--- src/rtl/nes_pad_sequencer.sv ---
// nes_pad_sequencer: NES gamepad latch/clock sequencer with a synchronised serial capture per poll period.
// Define NES_PAD_EDGE_EN to add pressed_o, the buttons newly pressed since the previous frame.
module nes_pad_sequencer #(
    parameter int POLL_DIV   = 666666,
    parameter int LATCH_CYC  = 480,
    parameter int PULSE_HALF = 240
) (
    input  logic       clk_i,
    input  logic       reset_ni,
    input  logic       poll_en_i,
    input  logic       pad_data_ni,
    output logic       latch_o,
    output logic       pulse_o,
    output logic       poll_tick_o,
    output logic [7:0] buttons_o,
    output logic       valid_o,
    output logic       busy_o
`ifdef NES_PAD_EDGE_EN
    ,
    output logic [7:0] pressed_o
`endif
);
    localparam int MAX_CYC = (LATCH_CYC > PULSE_HALF) ? LATCH_CYC : PULSE_HALF;
    localparam int PH_W = (MAX_CYC > 1) ? $clog2(MAX_CYC) : 1;
    localparam int PC_W = (POLL_DIV > 1) ? $clog2(POLL_DIV) : 1;
    localparam logic [PH_W-1:0] LATCH_LAST = PH_W'(LATCH_CYC - 1);
    localparam logic [PH_W-1:0] HALF_LAST = PH_W'(PULSE_HALF - 1);
    localparam logic [PC_W-1:0] POLL_LAST = PC_W'(POLL_DIV - 1);

    typedef enum logic [2:0] {IDLE, LATCH, LATCH_LO, PULSE_HI, PULSE_LO, DONE} state_e;

    state_e          state_q, state_d;
    logic [PH_W-1:0] phase_q;
    logic [PC_W-1:0] poll_cnt_q;
    logic [2:0]      idx_q;
    logic [6:0]      shift_q;
    logic [1:0]      sync_q;
    logic            latch_q, pulse_q, valid_q;
    logic [7:0]      buttons_q;
    logic            tick, sample;
    logic [7:0]      new_buttons;

    assign tick        = poll_cnt_q == POLL_LAST;
    assign sample      = (state_q == LATCH_LO || state_q == PULSE_LO) && phase_q == HALF_LAST;
    assign new_buttons = ~{sync_q[1], shift_q};

    // Two-flop synchroniser for the asynchronous pad data, idling at released (1)
    always_ff @(posedge clk_i or negedge reset_ni) begin
        if (!reset_ni) sync_q <= 2'b11;
        else sync_q <= {sync_q[0], pad_data_ni};
    end

    // Free-running poll period counter, independent of the frame sequencer
    always_ff @(posedge clk_i or negedge reset_ni) begin
        if (!reset_ni) poll_cnt_q <= '0;
        else poll_cnt_q <= tick ? '0 : poll_cnt_q + 1'b1;
    end

    // Next-state decode; ticks outside IDLE are simply ignored
    always_comb begin
        state_d = state_q;
        unique case (state_q)
            IDLE:     if (tick && poll_en_i) state_d = LATCH;
            LATCH:    if (phase_q == LATCH_LAST) state_d = LATCH_LO;
            LATCH_LO: if (phase_q == HALF_LAST) state_d = PULSE_HI;
            PULSE_HI: if (phase_q == HALF_LAST) state_d = PULSE_LO;
            PULSE_LO: if (phase_q == HALF_LAST) state_d = (idx_q == 3'd7) ? DONE : PULSE_HI;
            DONE:     state_d = IDLE;
            default:  state_d = IDLE;
        endcase
    end

    // Frame sequencer: phase timing, serial capture and outputs registered from the next state
    always_ff @(posedge clk_i or negedge reset_ni) begin
        if (!reset_ni) begin
            state_q   <= IDLE;
            phase_q   <= '0;
            idx_q     <= '0;
            shift_q   <= '0;
            latch_q   <= 1'b0;
            pulse_q   <= 1'b0;
            valid_q   <= 1'b0;
            buttons_q <= '0;
        end else begin
            state_q <= state_d;
            phase_q <= (state_d != state_q || state_q == IDLE) ? '0 : phase_q + 1'b1;
            latch_q <= state_d == LATCH;
            pulse_q <= state_d == PULSE_HI;
            valid_q <= state_d == DONE;
            if (sample) begin
                shift_q <= {sync_q[1], shift_q[6:1]};
                idx_q   <= idx_q + 1'b1;
            end
            if (state_d == DONE) buttons_q <= new_buttons;
        end
    end

`ifdef NES_PAD_EDGE_EN
    logic [7:0] pressed_q;

    // Newly pressed buttons, presented only alongside valid
    always_ff @(posedge clk_i or negedge reset_ni) begin
        if (!reset_ni) pressed_q <= '0;
        else pressed_q <= (state_d == DONE) ? new_buttons & ~buttons_q : '0;
    end

    assign pressed_o = pressed_q;
`endif

    assign latch_o     = latch_q;
    assign pulse_o     = pulse_q;
    assign valid_o     = valid_q;
    assign buttons_o   = buttons_q;
    assign poll_tick_o = tick;
    assign busy_o      = state_q != IDLE;
endmodule

--- config.mk ---
export PLATFORM = sky130hd
export DESIGN_NAME = nes_pad_sequencer
export DESIGN_NICKNAME = d
export VERILOG_FILES = /design/src/rtl/nes_pad_sequencer.sv
export SDC_FILE = /design/constraint.sdc
export NUM_CORES = 1
export LEC_CHECK = 0
export CORE_MARGIN = 4
export CORE_UTILIZATION = 30
export DETAILED_ROUTE_END_ITERATION = 7
export PLACE_DENSITY_LB_ADDON = 0.15
export SYNTH_ARGS = -nofsm -noshare
export SYNTH_HDL_FRONTEND = slang
export SYNTH_SLANG_ARGS = --single-unit
--- constraint.sdc ---
create_clock -name clk_i -period 3.3 [get_ports clk_i]
set_input_delay 0.99 -clock clk_i [delete_from_list [all_inputs] [get_ports clk_i]]
set_output_delay 0.99 -clock clk_i [all_outputs]
set_load 0.05 [all_outputs]
==> run_results.csv, run 1 <==
group,metric,value,unit
logic_synthesis,synth_top_family_by_area,"simple AND/OR/NAND/NOR gates",
placed_design,dpl_cell_area,2861,um^2
route,routed_wl,4677,um
flow_run,max_cap_violations,0,
global_route,groute.usage.overall,10.26,%
worst_setup_path,path_class,"reg -> out",
logic_synthesis,synth_cells,240,
clock_network,worstSkewPairLatency,310,ps
clock_network,cts_hold_buf,0,
die,floorplan.initialDensity,31.09,%
worst_setup_path,worstPathArrival,1960,ps
final_layout,num_antenna_cells,0,
logic_synthesis,synth_xor_xnor_area_share,8.528,%
logic_synthesis,synth_area_leader_cell,"dfrtp_1",
sta,slew_viol_final,0,
route,drtIter0Drc,51,
global_route,antenna_found_initial,0,
route,ant_nets,0,
sta,layout_min_cycle_time,2951,ps
placed_design,dp_hpwl,3411,um
global_route,met1_usage,14.16,%
logic_synthesis,yosys.cell_count.top_type,"dfrtp_1",
route,wl_per_cell,12.81,um
logic_synthesis,synth_compound_area_share,7.359,%
clock_network,clk_path_buf_depth,2,
sta,finalSetupViolCount,0,
sta,fin_tns_setup,0,ps
clock_network,post_cts_buffers,0,
power,power,1.081,mW
logic_synthesis,synth_area_leaders,"dfrtp_1, xnor2_1, nor2_1",
sta,hold_viol_final,0,
logic_synthesis,synth_ff_type,"dfrtp_1",
logic_synthesis,ys_ff_latch,55,
global_route,grt_pass1_wl,8349,um
global_route,overflow,0,
clock_network,cts_tree,"done",
logic_synthesis,netlist_top_cells_count,"dfrtp_1, nor2_1, nand2_1",
worst_setup_path,worstPathRequired,2310,ps
sta,fin_crit_sh,89.41,%
final_layout,finalInstanceArea,2954,um^2
logic_synthesis,synthMuxAreaShare,5.263,%
power,p_per_area,365.8,nW/um^2
worst_setup_path,worstSetupStartpointType,"flip-flop",
route,drc,0,
logic_synthesis,netlist.area_leader.share,51.66,%
worst_setup_path,max_stage_delay,700,ps
worst_hold_path,hold_class,"reg -> reg",
logic_synthesis,async_flop_share,100.0,%
die,core_area,8258,um^2
die,die_height,100.5,um
worst_setup_path,path_cells,"nor3_1 > inv_1 > clkdlybuf4s50_1",
clock_network,cts_sinks,55,
logic_synthesis,avgSynthCellArea,10.70,um^2
worst_setup_path,critical_path.max_fanout,14,
logic_synthesis,synthAdderAreaFrac,2.437,%
logic_synthesis,syn_area,2567,um^2
sta,maxSlewHeadroom,48.95,%
clock_network,root_buffer,"clkbuf_8",
sta,fin_skew,9.146,ps
logic_synthesis,seq_area_frac_synth,53.70,%
sta,tightest_slew,762.3,ps
die,row_count,33,
clock_network,cts.repair.resized,0,
route,firstDrtPassIters,4,
logic_synthesis,synth-simple-area-share,20.22,%
logic_synthesis,syn_nets,249,
global_route,grt.met3_usage,2.076,%
die,fp.dieW,100.5,um
placed_design,globalplace.congestion,0.8110,
die,io_pins,17,
placed_design,io_buffers,16,
clock_network,cts.reportedPaths.clkPinSlew,100,ps
route,viasPerCell,4.690,
worst_setup_path,endpoint_kind,"primary output",
global_route,grt_pass1_vias,1744,
route,num_vias,1712,
sta,rsz0062_at_grt,"no",
final_layout,drive_gt1_share,11.54,%
worst_setup_path,cp_slowest_cell,"clkdlybuf4s50_1",
logic_synthesis,netlist-cell-type-count,41,
worst_setup_path,reg2reg_slack,800,ps
final_layout,fillCellCount,848,
global_route,gr-max-usage-layer,"met2",
power,irDropWorstVdd,0.1497,mV
logic_synthesis,synth_enable_flop_cells,0,
final_layout,num-nets-final,268,
clock_network,ctsHtreeMaxLevel,2,
power,p_leak,1.266,nW
clock_network,cts-buffers-inserted,5,
global_route,grt_max_degree,30,
die,dieArea,10100,um^2
outcome,status,"finished, final reports clean",
logic_synthesis,ys_warn_count,0,
final_layout,syn2layout_area_growth,15.06,%
sta,max_freq,338.9,MHz
global_route,grt_use_met2,16.11,%
-- power by group --
group          internal, mW  switching, mW
Combinational       0.00491         0.0137
Sequential            0.676       0.000546
Clock                 0.152          0.233
-- cell usage in the layout, fill, tap and decap left out, types with 3 or more instances in the layout --
cell and count:
nand2_1 20, o21ai_1 8, mux2_2 9, nor2_1 28, and3_1 3, nand4_1 6, ha_1 5, clkbuf_8 5
a21oi_1 4, nor3_1 7, o21ai_0 13, nand3_1 10, nor4b_1 4, nand2b_1 4, xor2_1 11, clkdlybuf4s50_1 14
xnor2_1 14, dfrtp_1 53, inv_1 7
-- state kept, by name (all words and copies together), names as in the netlist --
name        count
buttons_o       8
idx_q           3
latch_o         1
phase_q         9
poll_cnt_q     20
pulse_o         1
shift_q         7
state_q         3
sync_q          2
valid_o         1
-- worst paths after layout --
| path | depth (start not counted) | endpoint | start |
|---|---|---|---|
| worst max register to register | 7 | buttons_o[1] | phase_q[5] |
| worst min-delay path | 0 | sync_q[1] | sync_q[0] |
| max in group asynchronous | 2 | sync_q[0] | reset_ni |
| min in group asynchronous | 1 | poll_cnt_q[4] | reset_ni |
| worst min register to register | 0 | sync_q[1] | sync_q[0] |
| worst max-delay path | 3 | busy_o | state_q[0] |
-- metrics by stage --
stage	hold slack (ps)	setup WS (ps)	util [%]	cells
floorplan	345.2	648.5	-	240
global placement	349.7	659.6	34.65	357
finish	364.1	349.5	35.77	365
detailed placement	350.0	605.8	34.65	357
CTS	366.5	333.9	35.77	365
global route	372.0	182.5	35.77	365
-- per-layer routing --
layer | up-vias | wire [um]
met4 | 0 | 59
met2 | 13 | 2120
li1 | 872 | -
met1 | 821 | 2387
met5 | - | 0
met3 | 6 | 109
-- layout make-up --
cell class                      count  area, um^2  area share, %
Sequential cell                    55        1379          46.68
Multi-Input combinational cell    171        1125          38.08
Timing Repair Buffer               19       200.2          6.777
Tap cell                          105       131.4          4.447
Clock buffer                        5       68.82          2.330
Inverter                            7       26.28         0.8895
Clock inverter                      3       23.77         0.8047
-- kinds of logic after synthesis --
| kind of cell | after synthesis |
|---|---|
| XOR/XNOR | 25 |
| buffers and inverters | 14 |
| AND/OR/NAND/NOR | 97 |
| AO/OA/AOI/OAI | 32 |
| adder cells (fa/ha/maj) | 5 |
| flip-flops | 55 |
| multiplexers | 12 |
-- critical path: cells and delay by family (launching register included) --
| kind | cells | cell delay, ps |
|---|---|---|
| buf+inv | 2 | 780 |
| flops | 1 | 530 |
| simple gates | 1 | 340 |
Power figures use the tool's default switching activity.
==> inputs of run 2 (changes only) <==
--- a/config.mk
+++ b/config.mk
@@ -5,6 +5,7 @@
 export SDC_FILE = /design/constraint.sdc
 export NUM_CORES = 1
 export LEC_CHECK = 0
+export ABC_AREA = 1
 export CORE_MARGIN = 4
 export CORE_UTILIZATION = 30
 export DETAILED_ROUTE_END_ITERATION = 7
==> run 2 against run 1 <==
Global-route usage grew 1.1 points; power grew 7.1%; synthesized area increased by 9.9%; clock-buffer cell count did not move; combinational power is essentially flat.
==> run_results.csv, run 2 <==
group,metric,value,unit
worst_setup_path,reg2reg_slack,1470,ps
sta,fin_crit_sh,88.04,%
logic_synthesis,async_flop_share,100.0,%
worst_setup_path,crit_path_frequent_cell,"inv_1",
placed_design,io_buffers,16,
power,power,1.158,mW
clock_network,cts_tree,"done",
final_layout,num-nets-final,362,
worst_setup_path,critical_path.max_fanout,6,
worst_hold_path,hold_class,"reg -> reg",
final_layout,final_core_util,35.12,%
logic_synthesis,synth_cells,330,
logic_synthesis,netlist_top_cells_count,"nand2_1, dfrtp_1, inv_1",
placed_design,dp_hpwl,4288,um
sta,hold_viol_final,0,
worst_setup_path,critPathTopFamily,"buffers and inverters",
sta,maxSlewHeadroom,66.80,%
die,die_height,105.0,um
final_layout,drive_gt1_share,14.41,%
global_route,grt_pass1_vias,2214,
logic_synthesis,synth_area_leader_cell,"dfrtp_1",
worst_setup_path,endpoint_kind,"primary output",
clock_network,cts.reportedPaths.clkPinSlew,100,ps
final_layout,final_common_cell,"nand2_1",
outcome,status,"finished, final reports clean",
route,viasPerCell,4.581,
placed_design,globalplace.congestion,0.8420,
power,p_leak,1.554,nW
sta,tightest_slew,496.4,ps
worst_setup_path,worstPathRequired,2310,ps
power,irDropWorstVdd,0.1543,mV
global_route,grt_pass1_wl,10350,um
logic_synthesis,ys_warn_count,0,
global_route,antenna_found_initial,0,
clock_network,ctsHtreeMaxLevel,2,
sta,fin_skew,14.99,ps
clock_network,cts-buffers-inserted,5,
die,io_pins,17,
clock_network,cts_sinks,55,
clock_network,worstSkewPairLatency,310,ps
sta,rsz0062_at_grt,"no",
global_route,gr-max-usage-layer,"met2",
clock_network,cts_hold_buf,0,
sta,max_freq,344.2,MHz
clock_network,clk_path_buf_depth,2,
global_route,grt.met3_usage,2.409,%
sta,slew_viol_final,0,
die,core_area,9196,um^2
logic_synthesis,yosys.cell_count.top_type,"nand2_1",
logic_synthesis,syn_nets,339,
logic_synthesis,synth_ff_type,"dfrtp_1",
global_route,overflow,0,
sta,fin_tns_setup,0,ps
die,fp.dieW,105.0,um
worst_setup_path,cp_slowest_cell,"dfrtp_1",
route,wl_per_cell,11.95,um
global_route,grt_use_met2,18.52,%
sta,layout_min_cycle_time,2905,ps
flow_run,max_cap_violations,0,
clock_network,root_buffer,"clkbuf_8",
worst_setup_path,max_stage_delay,450,ps
final_layout,fillCellCount,958,
route,routed_wl,5558,um
route,firstDrtPassIters,4,
logic_synthesis,netlist.area_leader.share,47.01,%
route,drtIter0Drc,55,
final_layout,largest_register_ffs,20,
worst_setup_path,worstPathArrival,1920,ps
final_layout,syn2layout_area_growth,14.46,%
die,dieArea,11020,um^2
logic_synthesis,avgSynthCellArea,8.550,um^2
logic_synthesis,synth_area_leaders,"dfrtp_1, nand2_1, inv_1",
route,ant_nets,0,
route,drc,0,
logic_synthesis,ys_ff_latch,55,
die,row_count,35,
route,num_vias,2130,
worst_setup_path,path_buf_inv,3,
sta,whs,360.7,ps
worst_setup_path,path_cells,"inv_1 > nand4_1 > nor2_1 > nand2_1 > inv_1 > dlymetal6s2s_1",
final_layout,layout_common_cells,"nand2_1, dfrtp_1, inv_1",
sta,finalSetupViolCount,0,
global_route,grt_max_degree,21,
logic_synthesis,seq_area_frac_synth,48.87,%
die,floorplan.initialDensity,30.68,%
final_layout,num_antenna_cells,0,
worst_setup_path,worstSetupStartpointType,"flip-flop",
final_layout,regMostFlops,"poll_cnt_q",
global_route,met1_usage,15.35,%
global_route,groute.usage.overall,11.34,%
power,p_per_area,358.5,nW/um^2
worst_setup_path,path_class,"reg -> out",
logic_synthesis,netlist-cell-type-count,29,
logic_synthesis,syn_area,2821,um^2
logic_synthesis,synth_enable_flop_cells,0,
[run 2: cell count changes after synthesis, moves of 9 or more]
cell | before | now
nand4_1 | 6 | 15
nor2_2 | 0 | 14
xnor2_1 | 14 | 3
inv_1 | 7 | 46
nand2_1 | 20 | 78
mux2_2 | 9 | 0
[run 2: routing by layer]
layer	share of wire [%]	wire, um
met5	0	0
met4	0.72	40
met3	3.0	169
met2	47	2595
met1	50	2752
[run 2: timing repair]
action,4_1_cts,5_1_grt
gates resized for setup,0,1
endpoints found under the setup margin,0,1
setup buffers,0,0
[run 2: worst paths after layout]
kind / from / cells past startpoint / end
min: sync_q[0] / 0 / sync_q[1]
max reg2reg: phase_q[0] / 10 / buttons_o[6]
max: poll_cnt_q[7] / 6 / poll_tick_o
min reg2reg: sync_q[0] / 0 / sync_q[1]
min in group asynchronous: reset_ni / 1 / phase_q[5]
max in group asynchronous: reset_ni / 2 / sync_q[0]
[run 2: stage by stage]
step	setup slack, ps	cells	cell area [um^2]
global placement	390.6	457	3112
floorplan	1073	330	2821
detailed placement	361.0	457	3112
CTS	2.570	465	3227
finish	394.7	465	3229
global route	245.8	465	3229
[run 2: final cells by class]
class | count | area (um^2) | share of cell area (%)
multi-input combinational | 223 | 1236 | 38.28
clock buffer | 5 | 68.82 | 2.131
tap | 111 | 138.9 | 4.301
clock inverter | 3 | 46.29 | 1.434
sequential | 55 | 1379 | 42.70
timing repair buffer | 18 | 172.7 | 5.347
inverter | 50 | 187.7 | 5.812
[run 2: cells by family after synthesis]
kind of cell	count (synthesis)	synth area share, %
fa+ha+maj	5	2.217
flops	55	48.87
compound gates	23	4.479
xor+xnor	14	4.346
buf+inv	52	7.317
simple gates	181	32.77
[run 2: power breakdown]
group	leakage, nW	internal [mW]	switching, mW
sequential	0.722	0.676	0.000368
combinational	0.777	0.00419	0.0142
clock	0.0548	0.229	0.234
total	1.55	0.909	0.249
